==> config.mk <==
export PLATFORM = sky130hd
export DESIGN_NAME = instr_decode_pipe
export DESIGN_NICKNAME = d
export VERILOG_FILES = /design/src/rtl/id_pkg.sv /design/src/rtl/instr_decode_pipe_field_decode.sv /design/src/rtl/instr_decode_pipe.sv
export SDC_FILE = /design/constraint.sdc
export NUM_CORES = 1
export LEC_CHECK = 0
export ABC_AREA = 1
export BUFFER_PORTS_ARGS = -buffer_cell sky130_fd_sc_hd__clkbuf_2
export CAP_MARGIN = 20
export CORE_ASPECT_RATIO = 0.7
export CORE_MARGIN = 1
export CORE_UTILIZATION = 48
export DETAILED_ROUTE_END_ITERATION = 16
export PLACE_DENSITY = 0.89
export SLEW_MARGIN = 20
export SYNTH_ARGS = -nofsm -noshare
export SYNTH_HDL_FRONTEND = slang
export SYNTH_SLANG_ARGS = --single-unit
==> constraint.sdc <==
create_clock -name clk -period 2.1 [get_ports clk]
set_input_delay 0.105 -clock clk [delete_from_list [all_inputs] [get_ports clk]]
set_output_delay 0.105 -clock clk [all_outputs]
set_load 0.005 [all_outputs]
==> src/rtl/id_pkg.sv <==
// rtl/id_pkg.sv - shared types and constants for the instruction decoder
package id_pkg;

    typedef enum logic [1:0] {
        ST_INIT  = 2'd0,
        ST_RUN   = 2'd1,
        ST_FLUSH = 2'd2,
        ST_EXT   = 2'd3
    } id_state_e;

    // Opcode class prefixes, matched against the top bits of ir
    localparam logic       OPC_LDI = 1'b0;
    localparam logic [1:0] OPC_MOV = 2'b10;
    localparam logic [2:0] OPC_ALU = 3'b110;
    localparam logic [3:0] OPC_JMP = 4'b1110;
    localparam logic [3:0] OPC_JNZ = 4'b1111;

    // Destination indices as encoded in the instruction
    localparam logic [2:0] DST_X0 = 3'd0;
    localparam logic [2:0] DST_X1 = 3'd1;
    localparam logic [2:0] DST_Y0 = 3'd2;
    localparam logic [2:0] DST_Y1 = 3'd3;
    localparam logic [2:0] DST_O  = 3'd4;
    localparam logic [2:0] DST_M  = 3'd5;
    localparam logic [2:0] DST_I  = 3'd6;
    localparam logic [2:0] DST_DM = 3'd7;

    localparam logic [3:0] SRC_IREG  = 4'd4;
    localparam logic [3:0] SRC_IMM   = 4'd8;
    localparam logic [3:0] SRC_SELF  = 4'd9;
    localparam logic [3:0] SRC_RESET = 4'd10;

    localparam logic [7:0] LDL_PREFIX = 8'hC8;

    // Destination index to reg_en bit: index 4 is the output register at bit 8
    function automatic logic [3:0] dest_bit(input logic [2:0] d);
        return (d == DST_O) ? 4'd8 : {1'b0, d};
    endfunction

endpackage

==> src/rtl/instr_decode_pipe_field_decode.sv <==
// rtl/instr_decode_pipe_field_decode.sv - combinational field decode of the instruction register
module id_field_decode
    import id_pkg::*;
(
    input  logic [7:0] ir,
    output logic [8:0] reg_en,
    output logic [3:0] source_sel,
    output logic       i_sel,
    output logic       x_sel,
    output logic       y_sel,
    output logic       jmp,
    output logic       jmp_nz
);

    logic [2:0] d;
    logic [2:0] s;
    logic       has_d;

    // Classify the opcode and derive destination enables and source select
    always_comb begin
        reg_en     = '0;
        source_sel = SRC_IMM;
        i_sel      = 1'b1;
        x_sel      = 1'b0;
        y_sel      = 1'b0;
        jmp        = 1'b0;
        jmp_nz     = 1'b0;
        d          = ir[6:4];
        s          = ir[2:0];
        has_d      = 1'b0;
        if (ir[7] == OPC_LDI) begin
            d          = ir[6:4];
            has_d      = 1'b1;
            source_sel = SRC_IMM;
        end else if (ir[7:6] == OPC_MOV) begin
            d     = ir[5:3];
            has_d = 1'b1;
            if (s == DST_O)
                source_sel = SRC_IREG;
            else if (s == d)
                source_sel = SRC_SELF;
            else
                source_sel = {1'b0, s};
            // Reading dm goes through the index register
            if (s == DST_DM)
                reg_en[6] = 1'b1;
        end else if (ir[7:5] == OPC_ALU) begin
            reg_en[4]  = 1'b1;
            x_sel      = ir[4];
            y_sel      = ir[3];
            source_sel = {1'b0, ir[2:0]};
        end else begin
            jmp        = (ir[7:4] == OPC_JMP);
            jmp_nz     = (ir[7:4] == OPC_JNZ);
            source_sel = {1'b0, ir[2:0]};
        end
        if (has_d) begin
            reg_en[dest_bit(d)] = 1'b1;
            if (d == DST_DM)
                reg_en[6] = 1'b1;
            if (d == DST_I)
                i_sel = 1'b0;
        end
    end

endmodule

==> src/rtl/instr_decode_pipe.sv <==
// rtl/instr_decode_pipe.sv - fetch handshake, jump squash FSM and decode gating (option: ID_LONG_IMM_EN)
module instr_decode_pipe
    import id_pkg::*;
#(
    parameter int DATA_W      = 4,
    parameter int FLUSH_SLOTS = 1
) (
    input  logic              clk,
    input  logic              reset_n,
    input  logic [7:0]        instr_in,
    input  logic              instr_valid,
    output logic              instr_ready,
    input  logic              stall,
    input  logic              jump_taken,
    output logic [7:0]        ir,
    output logic [3:0]        ir_nibble,
    output logic [DATA_W-1:0] imm,
    output logic              slot_valid,
    output logic [8:0]        reg_en,
    output logic [3:0]        source_sel,
    output logic              i_sel,
    output logic              x_sel,
    output logic              y_sel,
    output logic              jmp,
    output logic              jmp_nz
);

    localparam logic [1:0] FS_CNT = 2'(FLUSH_SLOTS);

    id_state_e         state_q;
    logic [7:0]        ir_q;
    logic [DATA_W-1:0] imm_q;
    logic [1:0]        cnt_q;
    logic              live_q;
    logic              long_q;

    logic [8:0] dec_reg_en;
    logic [3:0] dec_src;
    logic       dec_i, dec_x, dec_y, dec_jmp, dec_jnz;
    logic       accept, exec, jump_res, is_prefix;

    id_field_decode u_field (
        .ir         (ir_q),
        .reg_en     (dec_reg_en),
        .source_sel (dec_src),
        .i_sel      (dec_i),
        .x_sel      (dec_x),
        .y_sel      (dec_y),
        .jmp        (dec_jmp),
        .jmp_nz     (dec_jnz)
    );

`ifdef ID_LONG_IMM_EN
    assign is_prefix = (instr_in == LDL_PREFIX);
`else
    assign is_prefix = 1'b0;
`endif

    assign instr_ready = (state_q != ST_INIT) && !stall;
    assign accept      = instr_valid && instr_ready;
    assign exec        = (state_q != ST_INIT) && live_q && !stall;
    assign jump_res    = exec && !long_q && (dec_jmp || dec_jnz) && jump_taken && (FLUSH_SLOTS > 0);
    assign slot_valid  = (state_q != ST_INIT) && live_q;
    assign ir          = ir_q;
    assign ir_nibble   = ir_q[3:0];

    // Slot sequencing: fetch, squash window after taken jumps, long-immediate capture
    always_ff @(posedge clk or negedge reset_n) begin
        if (!reset_n) begin
            state_q <= ST_INIT;
            ir_q    <= 8'h00;
            imm_q   <= '0;
            cnt_q   <= 2'd0;
            live_q  <= 1'b0;
            long_q  <= 1'b0;
        end else if (state_q == ST_INIT) begin
            state_q <= ST_RUN;
        end else if (!stall) begin
            live_q <= 1'b0;
            long_q <= 1'b0;
            if (accept) begin
                if (state_q == ST_EXT) begin
                    imm_q   <= instr_in[DATA_W-1:0];
                    live_q  <= 1'b1;
                    long_q  <= 1'b1;
                    state_q <= ST_RUN;
                end else begin
                    ir_q <= instr_in;
                    if (jump_res) begin
                        // The byte fetched alongside the jump slot is the first one squashed
                        cnt_q   <= FS_CNT - 2'd1;
                        state_q <= (FLUSH_SLOTS == 1) ? ST_RUN : ST_FLUSH;
                    end else if (state_q == ST_FLUSH) begin
                        cnt_q <= cnt_q - 2'd1;
                        if (cnt_q == 2'd1)
                            state_q <= ST_RUN;
                    end else if (is_prefix) begin
                        state_q <= ST_EXT;
                    end else begin
                        live_q <= 1'b1;
                    end
                end
            end else if (jump_res) begin
                cnt_q   <= FS_CNT;
                state_q <= ST_FLUSH;
            end
        end
    end

    // Output gating: reset pattern in INIT, bubbles and stalls suppress enables
    always_comb begin
        reg_en     = '0;
        source_sel = dec_src;
        i_sel      = dec_i;
        x_sel      = dec_x;
        y_sel      = dec_y;
        jmp        = 1'b0;
        jmp_nz     = 1'b0;
        imm        = '0;
        imm[3:0]   = ir_q[3:0];
        if (state_q == ST_INIT) begin
            reg_en     = 9'h1FF;
            source_sel = SRC_RESET;
            i_sel      = 1'b0;
            x_sel      = 1'b0;
            y_sel      = 1'b0;
        end else if (long_q) begin
            reg_en     = exec ? 9'h020 : 9'h000;
            source_sel = SRC_IMM;
            i_sel      = 1'b1;
            x_sel      = 1'b0;
            y_sel      = 1'b0;
            imm        = imm_q;
        end else if (exec) begin
            reg_en = dec_reg_en;
            jmp    = dec_jmp;
            jmp_nz = dec_jnz;
        end
    end

endmodule

==> metrics.txt <==
final core occ between 60 and 70%; GPL Wtd Cong 0.8938; Layout Nets between 200 and 250; initial cell density of the core about half; Core Area 2496 um2; Syn Nets between 150 and 200; sw power 1.260 mW; Max Slew Vio Count 0; clk_lat worst skew 0.26 ns; final hold violation count 0; Comb power frac 59.9%; Clock Sinks 18; die height 45.33 um; Crit. End Element output port; initial antenna violation count 0; # DRC 0; Min Hold Slack 0.06765 ns; TritonCTS Buffers 3; hold depth 3; post-synthesis cell area 1287 um2; pwr dens around 1600 nW/um2; startpoint types register; Row Count 15; clk_skew 0.005314 ns; CP Max Fanout 6; IO Port Bufs 48; n_diodes 0; commonest non-fill, non-tap cell in the layout clkbuf_2; layout cells sized above 1 31.44%; HP Class input pin to register; router iterations before antenna repair 4; register bit count reported by yosys 18; R2R cell count 11; vias in the first global route 1139; Post-Route WL 3438 um; GR Overflow Total 0; final worst path period share 95.06%; Worst EP required about 2 ns; hpwl dp 2582 um; outcome complete, no violations; largest net degree at the start of global routing 19; Syn Inst Count 179; Tmin final 1.996 ns; Top-Level Pins 49; Synth Warn # 0; wire length per cell 13.07 um; CTS tree built; first-pass GRT wire length 5388 um; area grow syn2layout 25.36%; DR iter-0 viols 112; f_max approximately 500 MHz; Max Root-Sink Buffers 2; total number of vias 1374; max_slew headroom 68.26%; Switching Share 49.39%; Die ar. 2897 um2; P_int around 1.3 mW; Pleak 0.9075 nW; Seq pwr share 28.3%; Slew @ Worst Pin around 0.48 ns; sequential area share after synthesis 34.99%; max-cap violations 0; maximum vdd drop 653.6 uV; CTS H-tree lvls 1; post-route ant nets 0; Crit Path Class register to output port; Netlist cell types 28; highest-count cells in the layout ignoring fill and taps clkbuf_2, nand2_1, inv_1, nor2_1, dfrtp_1; gr usage total 25.17%; Clock Root Buffer clkbuf_8; CTS clock-pin slew for the worst setup and hold paths approximately 0.08 ns; total chip power 2.551 mW; Clock Power Share 11.8%; Arr. time, crit path about 1.9 ns; vias per inst between 5 and 6; synthesized area per cell slightly above 7 um2; Filler Cells Inserted 235; endpoints failing setup 0; Die Wd approximately 64 um
metal layers:
metal | wire length (um) | global-route usage (%) | vias to the layer above
li1 | - | - | 682
met1 | 1592 | 34.95 | 627
met2 | 1574 | 39.36 | 63
met3 | 256 | 5.556 | 2
met4 | 14 | 8.182 | 0
met5 | 0 | 0 | -
power by group through the flow:
stage               Clock, mW  Combinational [mW]  Sequential [mW]
floorplan                   0               0.995            0.677
global placement            0                1.47            0.708
detailed placement          0                1.50            0.716
CTS                     0.298                1.52            0.714
global route            0.314                1.70            0.749
finish                  0.300                1.53            0.722
stage by stage:
stage | instance area, um2 | setup WS (ns) | TNS, ns | instances
after floorplan | 1287 | 0.4963 | 0 | 179
after global placement | 1540 | 0.4060 | 0 | 257
after detailed placement | 1540 | 0.3347 | 0 | 257
after CTS | 1605 | 0.02633 | 0 | 262
after global routing | 1614 | -0.003052 | -0.003052 | 263
final | 1614 | 0.1038 | 0 | 263
cell families after synthesis:
family	count (synthesis)	synth area share, %
adders and majority gates	4	3.887
DFF	18	34.99
AOI/OAI and AO/OA	38	17.01
and+or+nand+nor	86	32.75
buffers and inverters	33	11.37
final timing paths:
| check | startpoint | slack (ns) | end |
|---|---|---|---|
| max in group asynchronous | reset_n | 1.41 | state_q[1] |
| hold / removal | instr_in[2] | 0.07 | ir[2] |
| hold reg to reg | cnt_q[1] | 0.47 | cnt_q[1] |
| setup reg to reg | state_q[0] | 0.31 | cnt_q[0] |
| min in group asynchronous | reset_n | 0.33 | long_q |
| setup / recovery | state_q[0] | 0.10 | reg_en[2] |
cell usage after synthesis:
master    number  area share, %
nand3_1       11            4.3
inv_2          2           0.58
o31ai_2        2            1.9
dfrtp_1       18             35
nand3_4        1            1.4
buf_4          4            2.3
ha_1           4            3.9
buf_6          1           0.87
nor2_4         1           0.87
a21oi_1       11            4.3
o21ai_1        6            2.3
nor2_1        23            6.7
nand2_2        3            1.5
or2_4          1           0.68
o21ai_0       13            5.1
nand2_1       34            9.9
clkbuf_1       1           0.29
nor2_8         1            1.6
o21ai_2        2            1.4
a22oi_1        1           0.58
inv_1         25            7.3
nand2_4        2            1.7
nor4_1         1           0.49
o22ai_1        1           0.49
nor3_1         5            1.9
nand4_1        2           0.97
a31oi_1        2           0.97
nand3_2        1           0.78
sequential cells by signal, indices dropped and copies added (netlist names):
signal and count:
imm_q 4, live_q 1, long_q 1, cnt_q 2
state_q 2, ir 8
worst max-delay path, cell delays in order, from the launching register on:
cell	delay [ns]
dfrtp_1	0.38
inv_1	0.09
ha_1	0.28
nor2_8	0.16
nand3_4	0.11
or2_4	0.29
o31ai_2	0.17
clkbuf_2	0.14
layout make-up:
| cell class | count | area, um2 | share of cell area, % |
|---|---|---|---|
| flip-flops and latches | 18 | 451.7 | 27.98 |
| multi-input cells | 128 | 690.7 | 42.79 |
| well taps | 34 | 42.54 | 2.636 |
| inverters | 27 | 101.3 | 6.279 |
| clock buffers | 4 | 55.05 | 3.411 |
| repair buffers | 52 | 272.8 | 16.90 |
timing repair:
| item | in CTS | in global routing |
|---|---|---|
| hold buffers | 1 | 0 |
| hold endpoints to repair | 18 | 0 |
| setup endpoints to repair | 0 | 6 |
| buffers inserted | 0 | 1 |
| resized for setup | 0 | 1 |
No activity file was read; power rests on OpenSTA's default activity.
